**src/rtl/flow_csr_axil_slave_if.sv**
```systemverilog
// AXI4-Lite bus bundle between the PS GP interconnect and the flow CSR responder.
// The master modport is the interconnect side; the slave modport is the CSR block side.
interface flow_csr_axil_slave_if;
  logic [31:0] awaddr;
  logic        awvalid;
  logic        awready;
  logic [31:0] wdata;
  logic [3:0]  wstrb;
  logic        wvalid;
  logic        wready;
  logic [1:0]  bresp;
  logic        bvalid;
  logic        bready;
  logic [31:0] araddr;
  logic        arvalid;
  logic        arready;
  logic [31:0] rdata;
  logic [1:0]  rresp;
  logic        rvalid;
  logic        rready;

  modport master (
    output awaddr, awvalid, wdata, wstrb, wvalid, bready, araddr, arvalid, rready,
    input  awready, wready, bresp, bvalid, arready, rdata, rresp, rvalid
  );

  modport slave (
    input  awaddr, awvalid, wdata, wstrb, wvalid, bready, araddr, arvalid, rready,
    output awready, wready, bresp, bvalid, arready, rdata, rresp, rvalid
  );
endinterface

```
**src/rtl/flow_csr_axil_slave.sv**
```systemverilog
// AXI4-Lite CSR responder: coherent read-out of the 104-bit flow key through a
// shadow register, plus an auto-incrementing write window into the hash BRAM.
module flow_csr_axil_slave #(
  parameter logic [31:0] BASE_ADDR   = 32'h8000A000,
  parameter int          BRAM_ADDR_W = 10
) (
  input  logic                   clk,
  input  logic                   rst_n,
  flow_csr_axil_slave_if.slave   s_axil,
  input  logic [103:0]           flow_key,
  output logic                   bram_we,
  output logic [BRAM_ADDR_W-1:0] bram_addr,
  output logic [31:0]            bram_wdata
);

  localparam logic [7:0] OFF_KEY32  = 8'h00;
  localparam logic [7:0] OFF_KEY64  = 8'h04;
  localparam logic [7:0] OFF_KEY96  = 8'h08;
  localparam logic [7:0] OFF_BRAM   = 8'h0C;
  localparam logic [7:0] OFF_KEY128 = 8'h10;
  localparam logic [7:0] OFF_PTR    = 8'h14;
  localparam logic [7:0] OFF_STATUS = 8'h18;

  localparam logic [1:0] RESP_OKAY   = 2'b00;
  localparam logic [1:0] RESP_SLVERR = 2'b10;
  localparam logic [1:0] RESP_DECERR = 2'b11;

  typedef enum logic [1:0] {WR_IDLE, WR_HAVE_ADDR, WR_HAVE_DATA, WR_RESP} wr_state_e;
  typedef enum logic       {RD_IDLE, RD_DATA} rd_state_e;

  wr_state_e              wr_state_q, wr_state_d;
  rd_state_e              rd_state_q, rd_state_d;
  logic                   awready_q, awready_d;
  logic                   wready_q, wready_d;
  logic [31:0]            awaddr_q, awaddr_d;
  logic [31:0]            wdata_q, wdata_d;
  logic [3:0]             wstrb_q, wstrb_d;
  logic                   bvalid_q, bvalid_d;
  logic [1:0]             bresp_q, bresp_d;
  logic                   arready_q, arready_d;
  logic                   rvalid_q, rvalid_d;
  logic [31:0]            rdata_q, rdata_d;
  logic [1:0]             rresp_q, rresp_d;
  // Key word 0 is returned live on the capturing read, so only bits [103:32] are kept.
  logic [71:0]            shadow_q, shadow_d;
  logic [BRAM_ADDR_W-1:0] ptr_q, ptr_d;
  logic [15:0]            wr_cnt_q, wr_cnt_d;
  logic                   wrap_q, wrap_d;
  logic                   bram_we_q, bram_we_d;
  logic [BRAM_ADDR_W-1:0] bram_addr_q, bram_addr_d;
  logic [31:0]            bram_wdata_q, bram_wdata_d;

  logic aw_hs, w_hs, ar_hs, wr_go;

  assign aw_hs = s_axil.awvalid && awready_q;
  assign w_hs  = s_axil.wvalid  && wready_q;
  assign ar_hs = s_axil.arvalid && arready_q;

  // Write channel: collect AW and W in any order, then apply the register effect.
  always_comb begin
    // NOTE: every signal gets a default before the case so no path leaves it unassigned (no latches).
    wr_state_d   = wr_state_q;
    awaddr_d     = awaddr_q;
    wdata_d      = wdata_q;
    wstrb_d      = wstrb_q;
    bvalid_d     = bvalid_q;
    bresp_d      = bresp_q;
    ptr_d        = ptr_q;
    wr_cnt_d     = wr_cnt_q;
    wrap_d       = wrap_q;
    bram_we_d    = 1'b0;
    bram_addr_d  = bram_addr_q;
    bram_wdata_d = bram_wdata_q;
    wr_go        = 1'b0;

    if (aw_hs) awaddr_d = s_axil.awaddr;
    if (w_hs) begin
      wdata_d = s_axil.wdata;
      wstrb_d = s_axil.wstrb;
    end

    case (wr_state_q)
      WR_IDLE: begin
        if (aw_hs && w_hs) wr_go = 1'b1;
        else if (aw_hs)    wr_state_d = WR_HAVE_ADDR;
        else if (w_hs)     wr_state_d = WR_HAVE_DATA;
      end
      WR_HAVE_ADDR: if (w_hs)  wr_go = 1'b1;
      WR_HAVE_DATA: if (aw_hs) wr_go = 1'b1;
      WR_RESP: begin
        if (s_axil.bready) begin
          bvalid_d   = 1'b0;
          wr_state_d = WR_IDLE;
        end
      end
      default: wr_state_d = WR_IDLE;
    endcase

    // awaddr_d/wdata_d/wstrb_d already hold the merged latched-or-incoming halves here.
    if (wr_go) begin
      wr_state_d = WR_RESP;
      bvalid_d   = 1'b1;
      if (awaddr_d[31:8] != BASE_ADDR[31:8]) begin
        bresp_d = RESP_DECERR;
      end else begin
        case (awaddr_d[7:0])
          OFF_KEY32, OFF_KEY64, OFF_KEY96, OFF_KEY128, OFF_STATUS: bresp_d = RESP_SLVERR;
          OFF_BRAM: begin
            if (wstrb_d == 4'hF) begin
              bresp_d      = RESP_OKAY;
              bram_we_d    = 1'b1;
              bram_addr_d  = ptr_q;
              bram_wdata_d = wdata_d;
              ptr_d        = ptr_q + BRAM_ADDR_W'(1);
              if (&ptr_q) wrap_d = 1'b1;
              if (wr_cnt_q != 16'hFFFF) wr_cnt_d = wr_cnt_q + 16'd1;
            end else begin
              bresp_d = RESP_SLVERR;
            end
          end
          OFF_PTR: begin
            bresp_d = RESP_OKAY;
            for (int i = 0; i < BRAM_ADDR_W; i++) begin
              if (wstrb_d[i/8]) ptr_d[i] = wdata_d[i];
            end
          end
          default: bresp_d = RESP_DECERR;
        endcase
      end
    end

    awready_d = (wr_state_d == WR_IDLE) || (wr_state_d == WR_HAVE_DATA);
    wready_d  = (wr_state_d == WR_IDLE) || (wr_state_d == WR_HAVE_ADDR);
  end

  // Read channel: registered data one cycle after the AR handshake; sees pre-write CSR values.
  always_comb begin
    rd_state_d = rd_state_q;
    rvalid_d   = rvalid_q;
    rdata_d    = rdata_q;
    rresp_d    = rresp_q;
    shadow_d   = shadow_q;

    case (rd_state_q)
      RD_IDLE: begin
        if (ar_hs) begin
          rd_state_d = RD_DATA;
          rvalid_d   = 1'b1;
          rdata_d    = 32'h0;
          rresp_d    = RESP_OKAY;
          if (s_axil.araddr[31:8] != BASE_ADDR[31:8]) begin
            rresp_d = RESP_DECERR;
          end else begin
            case (s_axil.araddr[7:0])
              OFF_KEY32: begin
                rdata_d  = flow_key[31:0];
                shadow_d = flow_key[103:32];
              end
              OFF_KEY64:  rdata_d = shadow_q[31:0];
              OFF_KEY96:  rdata_d = shadow_q[63:32];
              OFF_BRAM:   rdata_d = 32'h0;
              OFF_KEY128: rdata_d = {24'h0, shadow_q[71:64]};
              OFF_PTR:    rdata_d = 32'(ptr_q);
              OFF_STATUS: rdata_d = {wrap_q, 15'h0, wr_cnt_q};
              default:    rresp_d = RESP_DECERR;
            endcase
          end
        end
      end
      RD_DATA: begin
        if (s_axil.rready) begin
          rvalid_d   = 1'b0;
          rd_state_d = RD_IDLE;
        end
      end
      default: rd_state_d = RD_IDLE;
    endcase

    arready_d = (rd_state_d == RD_IDLE);
  end

  always_ff @(posedge clk) begin
    // NOTE: state registers use non-blocking assignments so all flops update from pre-edge values.
    if (!rst_n) begin
      wr_state_q   <= WR_IDLE;
      rd_state_q   <= RD_IDLE;
      awready_q    <= 1'b0;
      wready_q     <= 1'b0;
      awaddr_q     <= '0;
      wdata_q      <= '0;
      wstrb_q      <= '0;
      bvalid_q     <= 1'b0;
      bresp_q      <= RESP_OKAY;
      arready_q    <= 1'b0;
      rvalid_q     <= 1'b0;
      rdata_q      <= '0;
      rresp_q      <= RESP_OKAY;
      shadow_q     <= '0;
      ptr_q        <= '0;
      wr_cnt_q     <= '0;
      wrap_q       <= 1'b0;
      bram_we_q    <= 1'b0;
      bram_addr_q  <= '0;
      bram_wdata_q <= '0;
    end else begin
      wr_state_q   <= wr_state_d;
      rd_state_q   <= rd_state_d;
      awready_q    <= awready_d;
      wready_q     <= wready_d;
      awaddr_q     <= awaddr_d;
      wdata_q      <= wdata_d;
      wstrb_q      <= wstrb_d;
      bvalid_q     <= bvalid_d;
      bresp_q      <= bresp_d;
      arready_q    <= arready_d;
      rvalid_q     <= rvalid_d;
      rdata_q      <= rdata_d;
      rresp_q      <= rresp_d;
      shadow_q     <= shadow_d;
      ptr_q        <= ptr_d;
      wr_cnt_q     <= wr_cnt_d;
      wrap_q       <= wrap_d;
      bram_we_q    <= bram_we_d;
      bram_addr_q  <= bram_addr_d;
      bram_wdata_q <= bram_wdata_d;
    end
  end

  assign s_axil.awready = awready_q;
  assign s_axil.wready  = wready_q;
  assign s_axil.bvalid  = bvalid_q;
  assign s_axil.bresp   = bresp_q;
  assign s_axil.arready = arready_q;
  assign s_axil.rvalid  = rvalid_q;
  assign s_axil.rdata   = rdata_q;
  assign s_axil.rresp   = rresp_q;
  assign bram_we        = bram_we_q;
  assign bram_addr      = bram_addr_q;
  assign bram_wdata     = bram_wdata_q;

endmodule

```
**src/flat_wrapper.sv**
```systemverilog
// flat-port wrapper written by rule: the top's interface ports become plain ports
module flow_csr_axil_slave_flat 
#(
  parameter logic [31:0] BASE_ADDR   = 32'h8000A000,
  parameter int          BRAM_ADDR_W = 10
)
  (clk, rst_n, flow_key, bram_we, bram_addr, bram_wdata, s_axil_awaddr, s_axil_awvalid, s_axil_wdata, s_axil_wstrb, s_axil_wvalid, s_axil_bready, s_axil_araddr, s_axil_arvalid, s_axil_rready, s_axil_awready, s_axil_wready, s_axil_bresp, s_axil_bvalid, s_axil_arready, s_axil_rdata, s_axil_rresp, s_axil_rvalid);
  flow_csr_axil_slave_if s_axil_i ();
  input  logic clk;
  input  logic rst_n;
  input  logic [103:0] flow_key;
  output logic bram_we;
  output logic [BRAM_ADDR_W-1:0] bram_addr;
  output logic [31:0] bram_wdata;
  input wire logic [$bits(s_axil_i.awaddr)-1:0] s_axil_awaddr;
  input wire logic [$bits(s_axil_i.awvalid)-1:0] s_axil_awvalid;
  input wire logic [$bits(s_axil_i.wdata)-1:0] s_axil_wdata;
  input wire logic [$bits(s_axil_i.wstrb)-1:0] s_axil_wstrb;
  input wire logic [$bits(s_axil_i.wvalid)-1:0] s_axil_wvalid;
  input wire logic [$bits(s_axil_i.bready)-1:0] s_axil_bready;
  input wire logic [$bits(s_axil_i.araddr)-1:0] s_axil_araddr;
  input wire logic [$bits(s_axil_i.arvalid)-1:0] s_axil_arvalid;
  input wire logic [$bits(s_axil_i.rready)-1:0] s_axil_rready;
  output wire logic [$bits(s_axil_i.awready)-1:0] s_axil_awready;
  output wire logic [$bits(s_axil_i.wready)-1:0] s_axil_wready;
  output wire logic [$bits(s_axil_i.bresp)-1:0] s_axil_bresp;
  output wire logic [$bits(s_axil_i.bvalid)-1:0] s_axil_bvalid;
  output wire logic [$bits(s_axil_i.arready)-1:0] s_axil_arready;
  output wire logic [$bits(s_axil_i.rdata)-1:0] s_axil_rdata;
  output wire logic [$bits(s_axil_i.rresp)-1:0] s_axil_rresp;
  output wire logic [$bits(s_axil_i.rvalid)-1:0] s_axil_rvalid;
  assign s_axil_i.awaddr = s_axil_awaddr;
  assign s_axil_i.awvalid = s_axil_awvalid;
  assign s_axil_i.wdata = s_axil_wdata;
  assign s_axil_i.wstrb = s_axil_wstrb;
  assign s_axil_i.wvalid = s_axil_wvalid;
  assign s_axil_i.bready = s_axil_bready;
  assign s_axil_i.araddr = s_axil_araddr;
  assign s_axil_i.arvalid = s_axil_arvalid;
  assign s_axil_i.rready = s_axil_rready;
  assign s_axil_awready = s_axil_i.awready;
  assign s_axil_wready = s_axil_i.wready;
  assign s_axil_bresp = s_axil_i.bresp;
  assign s_axil_bvalid = s_axil_i.bvalid;
  assign s_axil_arready = s_axil_i.arready;
  assign s_axil_rdata = s_axil_i.rdata;
  assign s_axil_rresp = s_axil_i.rresp;
  assign s_axil_rvalid = s_axil_i.rvalid;
  flow_csr_axil_slave #(.BASE_ADDR(BASE_ADDR), .BRAM_ADDR_W(BRAM_ADDR_W)) u_core (.clk(clk), .rst_n(rst_n), .s_axil(s_axil_i), .flow_key(flow_key), .bram_we(bram_we), .bram_addr(bram_addr), .bram_wdata(bram_wdata));
endmodule
```
**config.mk**
```make
export PLATFORM = sky130hd
export DESIGN_NAME = flow_csr_axil_slave_flat
export DESIGN_NICKNAME = d
export VERILOG_FILES = /design/src/rtl/flow_csr_axil_slave_if.sv /design/src/rtl/flow_csr_axil_slave.sv /design/src/flat_wrapper.sv
export SDC_FILE = /design/constraint.sdc
export NUM_CORES = 1
export LEC_CHECK = 0
export ABC_CLOCK_PERIOD_IN_PS = 4300
export BUFFER_PORTS_ARGS = -buffer_cell sky130_fd_sc_hd__buf_2
export CAP_MARGIN = 10
export CORE_UTILIZATION = 38
export DETAILED_ROUTE_END_ITERATION = 12
export PLACE_DENSITY = 0.72
export SYNTH_ARGS = -nofsm -noshare
export SYNTH_HDL_FRONTEND = slang
export SYNTH_SLANG_ARGS = --single-unit
```
**constraint.sdc**
```tcl
create_clock -name clk -period 4.3 [get_ports clk]
set_clock_uncertainty 0.2 [all_clocks]
set_input_delay 0.86 -clock clk [delete_from_list [all_inputs] [get_ports clk]]
set_output_delay 0.86 -clock clk [all_outputs]
set_load 0.03 [all_outputs]
```
Word level (Yosys, flattened, before mapping)
Cells that the tools add are included.

cells by class
  $add $sub $neg = 2
  equality and inequality tests = 26
  muxes and demuxes = 42
  bitwise gates (word level) = 7
  reduce and logical (&&, ||, !) cells = 25

operators with widths
  cell                                                   count
  case mux 32 bit (6 select lines)                       1
  2-to-1 mux 32 bit                                      3
  equality test 8 x 5 -> 1 bit, second input constant    6
  inequality test 24 bit, second input constant          2
  equality test 8 x 4 -> 1 bit, second input constant    4
  2-to-1 mux 1 bit                                       21
  case mux 10 bit (2 select lines)                       1
  2-to-1 mux 2 bit                                       9
  adder 16 x 1 -> 16 bit, second input constant          1
  equality test 8 x 3 -> 1 bit, second input constant    2
  zero test 8 bit                                        2
  inequality test 16 bit, second input constant          1
  AND reduction 5 bit                                    3
  AND reduction 14 bit                                   1
  adder 10 x 1 -> 10 bit, second input constant          1
  2-to-1 mux 10 bit                                      1
  inequality test 2 x 1 -> 1 bit, second input constant  4
  AND reduction 4 bit                                    2
  NOT 1 bit                                              7
  OR reduction 7 bit                                     1
  equality test 2 bit, second input constant             3
  case mux 2 bit (3 select lines)                        1
  AND reduction 2 bit                                    3
  nonzero test 2 bit                                     3
  12 further kinds                                       19

storage, ports and cells
  register bits = 254
  input bits = 211
  output and inout bits = 84
  word-level logic and storage cells = 123

Logic depth before layout (Yosys ltp)
Gate-level depths: netlist (run 1).

  word-level depth = 8
  depth in mapped cells = 11
  mapped depth without buffers = 8

Worst setup path after synthesis (run 1)
OpenSTA, ideal clock, no wires.

  kind = input to register
  start = in s_axil_araddr[23]
  end = reg u_core.shadow_q[50]
  setup time = 0.071 ns
  data arrival time = 2.637 ns
  data required time = 4.029 ns
  setup slack = 1.393 ns
  stages on the path = 6
  path buffers = 1
  path through = or4_1 or4_4 nor3_4 buf_6 nand2_1 a21oi_2

on the way
  cells in the longest elaborated chain, start to end = 3

RTL lines
  element                        line                        text
  start: declaration             flat_wrapper.sv:21          input wire logic [$bits(s_axil_i.araddr)-1:0] s_axil_araddr;
  inequality test 24 bit         flow_csr_axil_slave.sv:151  if (s_axil.araddr[31:8] != BASE_ADDR[31:8]) begin
  NOT 1 bit (no line)            n/a
  AND reduction 4 bit (no line)  n/a
  end signal: assignment         flow_csr_axil_slave.sv:219  shadow_q <= shadow_d;
  end: declaration               flow_csr_axil_slave.sv:45   logic [71:0] shadow_q, shadow_d;

No other way between the ends.
A chain may end at the register's enable or synchronous reset.

Worst setup path in the final report (run 1)
  start = in s_axil_awvalid
  end = reg u_core.wr_cnt_q[14]

on the way
  cells in the longest elaborated chain, start to end = 5
  elaborated cells between the ends (all ways) = 10
  classes of those cells = 2 x eq/ne; 4 x mux; 1 x bitwise; 3 x reduce/logical

RTL lines
  element                                                                        line                                                   text
  start: declaration                                                             flat_wrapper.sv:16                                     input wire logic [$bits(s_axil_i.awvalid)-1:0] s_axil_awvalid;
  logical AND 1 bit (*)                                                          flow_csr_axil_slave.sv:55                              assign aw_hs = s_axil.awvalid && awready_q;
  2-to-1 mux 32 bit / logical AND 1 bit (equally long branches)                  flow_csr_axil_slave.sv:76, flow_csr_axil_slave.sv:84
  inequality test 24 bit / 2-to-1 mux 1 bit (equally long branches)              flow_csr_axil_slave.sv:103, flow_csr_axil_slave.sv:84
  NOT 1 bit (no line) / case mux 1 bit (3 select lines) (equally long branches)  n/a
  AND reduction 5 bit (no line) (*)                                              n/a
  end signal: assignment                                                         flow_csr_axil_slave.sv:221                             wr_cnt_q <= wr_cnt_d;
  end: declaration                                                               flow_csr_axil_slave.sv:47                              logic [15:0] wr_cnt_q, wr_cnt_d;

Every way passes the cells marked *; elsewhere a longest branch is shown, timed or not.

==> results of run 1 <==
final cells by class:
type / count / area [sq um] / area share
Sequential cell: 253 / 5065 / 0.3856
Multi-Input combinational cell: 877 / 4941 / 0.3761
Timing Repair Buffer: 318 / 1689 / 0.1286
Clock buffer: 43 / 838.3 / 0.06382
Tap cell: 341 / 426.7 / 0.03248
Clock inverter: 8 / 115.1 / 0.008763
Inverter: 15 / 61.31 / 0.004667
worst max-delay path, stage by stage:
cell	delay, ps
buf_2	120
nand2_2	160
buf_4	330
nand4_1	130
o22ai_1	250
buf_4	200
and3_1	670
and4b_1	310
nor3_1	40
worst max-delay path by stage:
stage                                     end  slack [ps]  cells past startpoint
after floorplan           u_core.shadow_q[50]        1390                      6
after global placement    u_core.wr_cnt_q[14]         830                      8
after detailed placement  u_core.wr_cnt_q[14]         810                      9
after CTS                 u_core.wr_cnt_q[14]        1350                      9
after global routing       u_core.wr_cnt_q[2]        1180                      7
final                     u_core.wr_cnt_q[14]        1370                      9
metrics by stage:
stage               power, uW  cells  utilization
floorplan                3051   1235            -
global placement         3281   1804       0.4520
detailed placement       3305   1804       0.4520
CTS                      5761   1855       0.4874
global route             5940   1855       0.4874
finish                   5719   1855       0.4874
routing by layer:
metal / up-vias / wire [um] / track usage
met5: - / 13 / 0
met4: 2 / 1013 / 0.07858
met3: 67 / 2369 / 0.04913
met2: 368 / 14410 / 0.3475
met1: 4661 / 14010 / 0.2873
li1: 4892 / - / -
Yosys cell counts, drive strengths merged (2+ instances only):
master and instances:
or4 8, mux2i 42, buf 32, nand2b 4
clkbuf 58, a311oi 2, nand3 25, o21ai 35
nor4bb 4, ha 6, a31oi 7, a221oi 4
o21bai 2, a222oi 17, and3 6, inv 15
and2 25, nand2 265, dfxtp 253, o31ai 5
nor2 116, a21oi 131, nor3 7, nand4 16
nor4 13, o22ai 4, a22oi 57, a211oi 37
or4b 2, xor2 2, or3 9, o32ai 3
nor4b 5, o2111a 3
sequential cells by signal (all words and copies together) (netlist names), 2 cells and up:
register             cells
u_core.s_axil.rdata     32
u_core.awaddr_q         32
u_core.bram_addr        10
u_core.wr_state_q        2
u_core.wdata_q          32
u_core.wr_cnt_q         16
u_core.ptr_q            10
u_core.shadow_q         72
u_core.s_axil.bresp      2
u_core.bram_wdata       32
u_core.wstrb_q           4
logic make-up (layout without fill, tap and decap cells):
family / Yosys count / count (layout)
multiplexers: 43 / 43
buffers and inverters: 105 / 384
adder cells (fa/ha/maj): 6 / 6
XOR/XNOR: 2 / 2
flip-flops: 253 / 253
AND/OR/NAND/NOR: 510 / 510
AO/OA/AOI/OAI: 316 / 316
power breakdown:
part / switching, uW / internal [uW] / leakage [uW]
clock network: 951 / 1510 / 0.000472
registers: 60.8 / 2450 / 0.00205
logic: 454 / 289 / 0.00263
==> flow_metrics.tcl, run 1 <==
set metrics [dict create \
    final_cell_mix "buf_2, nand2_1, dfxtp_1" \
    synth-xor-area-share 0.001676 \
    synth_area_per_cell_sq_um 8.462 \
    synth_nets 1452 \
    cp-startpoint "s_axil_awvalid" \
    post-route-cell-area_sq_mm 0.01314 \
    ir_drop_mv 0.2807 \
    outcome "finished clean" \
    start_util 0.3877 \
    synth-simple-area-share 0.2183 \
    critPathCaptureType "flip-flop" \
    pre_cts_ws_ps 810.6 \
    grtUsageTotal 0.2175 \
    coreArea_sq_mm 0.02695 \
    drive_gt1_frac 0.2629 \
    cts_resized 0 \
    cts_hold_buf 0 \
    grt_pass1_wl_mm 49.41 \
    die_x_um 167.8 \
    synth_top_family_by_area "simple AND/OR/NAND/NOR gates" \
    wire_per_inst_um 17.15 \
    drc 0 \
    required_ps 4480 \
    p_leak_uw 0.005148 \
    hp-class "reg2reg" \
    hold_end "u_core.shadow_q[19]" \
    tightestPinTransition_ps 974.1 \
    yosysWarnings 0 \
    path_max_fanout 30 \
    synth_enable_flop_cells 0 \
    reg2regPathDepth 8 \
    vias_per_cell 5.385 \
    critPathLaunchType "input pin" \
    fin_ws_ps 1371 \
    final-setup-viol-count 0 \
    min_from "u_core.shadow_q[19]" \
    diodes 0 \
    whs_ps 249.3 \
    p_per_area_mw_per_mm2 435.4 \
    syn-cell-area_sq_mm 0.01045 \
    first_iter_violations 936 \
    wl_mm 31.81 \
    synth_top_area_frac 0.4847 \
    clock-sinks 253 \
    synth_adder_area_share 0.007184 \
    ys.flop_type "dfxtp_1" \
    top_level_ports 295 \
    drv_slew 0 \
    rrSetupSlack_ps 1370 \
    ant_nets 0 \
    post_cts_buffers 0 \
    synth-seq-area-share 0.4847 \
    clk_path_buf_depth 3 \
    relSlewSlack 0.3506 \
    antenna_found_initial 1 \
    rsz0062_at_grt "no" \
    cts_made_buffers 28 \
    synth_cell_types 59 \
    hold-path-cell-count 2 \
    finalSetupTns_ps 0 \
    gp_congestion 0.8294 \
    clkLatencyLatePin_ps 530 \
    path_clk_slew_ps 60 \
    period_share 0.6812 \
    numPortBuffers 294 \
    grt_pass1_vias 9396 \
    ys_seq_elements 253 \
    synthMuxAreaShare 0.04131 \
    fin_nets 1710 \
    design.die.area_sq_mm 0.02817 \
    async_flop_share 0 \
    final_hold_viol_count 0 \
    cts_tree "done" \
    drv_cap 0 \
    synthCells 1235 \
    root_buffer "clkbuf_16" \
    htree_levels 1 \
    cp_data_arrival_time_ps 3110 \
    grt_overflow_total 0 \
    final_common_cell "buf_2" \
    placed_cell_area_sq_mm 0.01218 \
    die_y_um 167.8 \
    first_pass_iters 6 \
    grt_max_degree 118 \
    dpl.hpwl_mm 22.09 \
    num_vias 9990 \
    synth_area_leaders "dfxtp_1, nand2_1, a21oi_1" \
    r2r-end "u_core.wr_cnt_q[14]" \
    area_growth_pct 25.71 \
    max_clock_freq_ghz 0.3414 \
    fillers 2551 \
    worstSetupPathType "in2reg" \
    post-route-min-period_ps 2929 \
    reg2reg_from "u_core.wr_state_q[0]" \
    rows 60 \
    synth_compound_area_frac 0.2020 \
    yosys.area.top_type "dfxtp_1" \
]
(Power assumes the default switching activity.)
==> inputs of run 2 (changes only) <==
Settings changed: ABC_AREA set to 1, ABC_CLOCK_PERIOD_IN_PS 4300 to 2900.
Clock period 4.3 ns to 2.9 ns, I/O delays scaled along.
==> run 2 against run 1 <==
Net effect: final area grew 5.5%; core utilization shrank 0.45 points; area after synthesis grew 6.2%; clock power grew 40%; setup slack lost 1000 ps; hold slack lost 190 ps; power grew 52%; largest cell class is now multi-input combinational cells.
==> flow_metrics.tcl, run 2 <==
set metrics [dict create \
    clkLatencyLatePin_ps 520 \
    synth_nets 1754 \
    top_level_ports 295 \
    cp-startpoint "u_core.s_axil.awready" \
    synth_most_common_cell "nand2_1" \
    grt_pass1_vias 10040 \
    p_per_area_mw_per_mm2 625.6 \
    outcome "finished clean" \
    start_util 0.3866 \
    first_pass_iters 5 \
    yosys-top-cells-count "nand2_1, dfxtp_1, nor2_1" \
    ys_seq_elements 253 \
    syn-cell-area_sq_mm 0.01110 \
    synth_top_family_by_area "simple AND/OR/NAND/NOR gates" \
    largest_reg_flops 72 \
    path_clk_slew_ps 60 \
    rsz0062_at_grt "no" \
    hold-path-cell-count 2 \
    numPortBuffers 294 \
    synth_enable_flop_cells 0 \
    synthMuxAreaShare 0.02255 \
    gp_congestion 0.9046 \
    post-route-cell-area_sq_mm 0.01386 \
    ant_nets 0 \
    synth_area_per_cell_sq_um 7.220 \
    synth-xor-area-share 0.006314 \
    reg2regPathDepth 12 \
    die_x_um 172.9 \
    post_cts_buffers 0 \
    synth-seq-area-share 0.4564 \
    cp_data_arrival_time_ps 2750 \
    drc 0 \
    min_from "s_axil_rready" \
    whs_ps 54.62 \
    placed_cell_area_sq_mm 0.01297 \
    root_buffer "clkbuf_16" \
    coreArea_sq_mm 0.02870 \
    vias_per_cell 4.932 \
    synth_cell_types 35 \
    fin_nets 2019 \
    clock-sinks 253 \
    critPathCaptureType "flip-flop" \
    hp-class "in2reg" \
    ys.flop_type "dfxtp_1" \
    cts_made_buffers 27 \
    clk_path_buf_depth 3 \
    final_common_cell "nand2_1" \
    worstSetupPathType "reg2reg" \
    drv_cap 0 \
    yosysWarnings 0 \
    grt_max_degree 106 \
    cts_hold_buf 0 \
    wl_mm 31.23 \
    synth_area_leaders "dfxtp_1, nand2_1, nor2_1" \
    final-setup-viol-count 0 \
    dpl.hpwl_mm 22.27 \
    cts_resized 0 \
    final_cell_mix "nand2_1, buf_2, dfxtp_1" \
    wire_per_inst_um 14.15 \
    first_iter_violations 681 \
    ir_drop_mv 0.3923 \
    synth_compound_area_frac 0.1719 \
    grt_overflow_total 0 \
    finalSetupTns_ps 0 \
    period_share 0.8706 \
    tightestPinTransition_ps 588.0 \
    post-route-min-period_ps 2525 \
    die_y_um 172.9 \
    grt_pass1_wl_mm 50.31 \
    synth-simple-area-share 0.2482 \
    required_ps 3130 \
    cts_tree "done" \
    synth_top_area_frac 0.4564 \
    drv_slew 0 \
    grtUsageTotal 0.2020 \
    yosys.area.top_type "dfxtp_1" \
    area_growth_pct 24.92 \
    antenna_found_initial 4 \
    drive_gt1_frac 0.2158 \
    synth_adder_area_share 0.006765 \
    reg2reg_from "u_core.s_axil.awready" \
    async_flop_share 0 \
    final_hold_viol_count 0 \
    max_clock_freq_ghz 0.3961 \
    design.die.area_sq_mm 0.02989 \
    largest_register "u_core.shadow_q" \
    num_vias 10890 \
    relSlewSlack 0.6050 \
    htree_levels 1 \
    critPathLaunchType "flip-flop" \
    rows 62 \
    p_leak_uw 0.006207 \
    synthCells 1537 \
    path_max_fanout 72 \
]
run 2: per-layer routing:
| metal | track usage | routed length [um] | up-vias | share of wire |
|---|---|---|---|---|
| li1 | - | - | 5575 | - |
| met1 | 0.2713 | 14240 | 4892 | 0.46 |
| met2 | 0.3259 | 13930 | 358 | 0.45 |
| met3 | 0.04398 | 2272 | 55 | 0.073 |
| met4 | 0.05678 | 757 | 6 | 0.024 |
| met5 | 0 | 37 | - | 0.0012 |
run 2: final cells by class:
| type | instances | area [sq um] |
|---|---|---|
| multi-input cells | 1046 | 5075 |
| repair buffers | 325 | 1792 |
| flip-flops and latches | 253 | 5065 |
| clock inverters | 8 | 118.9 |
| inverters | 149 | 561.8 |
| diodes | 2 | 5.005 |
| clock buffers | 40 | 764.5 |
| fillers | 2842 | 14840 |
| well taps | 384 | 480.5 |
run 2: metrics by stage:
step	util	std cells	setup WS (ps)	power, uW
floorplan	-	1537	475.1	4846
global placement	0.4520	2157	238.7	5267
detailed placement	0.4520	2157	131.5	5296
CTS	0.4828	2205	372.1	8749
global route	0.4828	2205	136.8	9120
finish	0.4830	2207	375.3	8673
run 2: path summary, 6_finish.rpt:
kind | slack, ps | to
setup reg to reg | 380 | u_core.bram_wdata[2]
setup / recovery | 380 | u_core.bram_wdata[2]
hold / removal | 50 | u_core.s_axil.rvalid
hold reg to reg | 240 | u_core.s_axil.rvalid
run 2: logic make-up (layout without fill, tap and decap cells):
group | count (synthesis) | after routing
buffers and inverters | 238 | 522
other | 0 | 2
AO/OA/AOI/OAI | 343 | 343
AND/OR/NAND/NOR | 664 | 664
flip-flops | 253 | 253
multiplexers | 25 | 25
adder cells (fa/ha/maj) | 6 | 6
XOR/XNOR | 8 | 8
run 2: power by group:
| group | internal [uW] | leakage [uW] | total, uW | switching [uW] |
|---|---|---|---|---|
| clock | 2080 | 0.000434 | 3440 | 1360 |
| combinational | 553 | 0.00373 | 1500 | 946 |
| sequential | 3660 | 0.00205 | 3730 | 64.7 |
| total | 6300 | 0.00621 | 8670 | 2380 |
run 2: worst max-delay path, cell delays in order (launching register included):
cell	delay, ps
dfxtp_1	400
nand2_4	150
buf_4	220
nand2_1	90
nand2_1	50
nor2_1	150
nand2_1	80
nor2_1	140
nand3_2	170
nor2_4	190
buf_12	290
nor2_1	80
a211oi_1	190
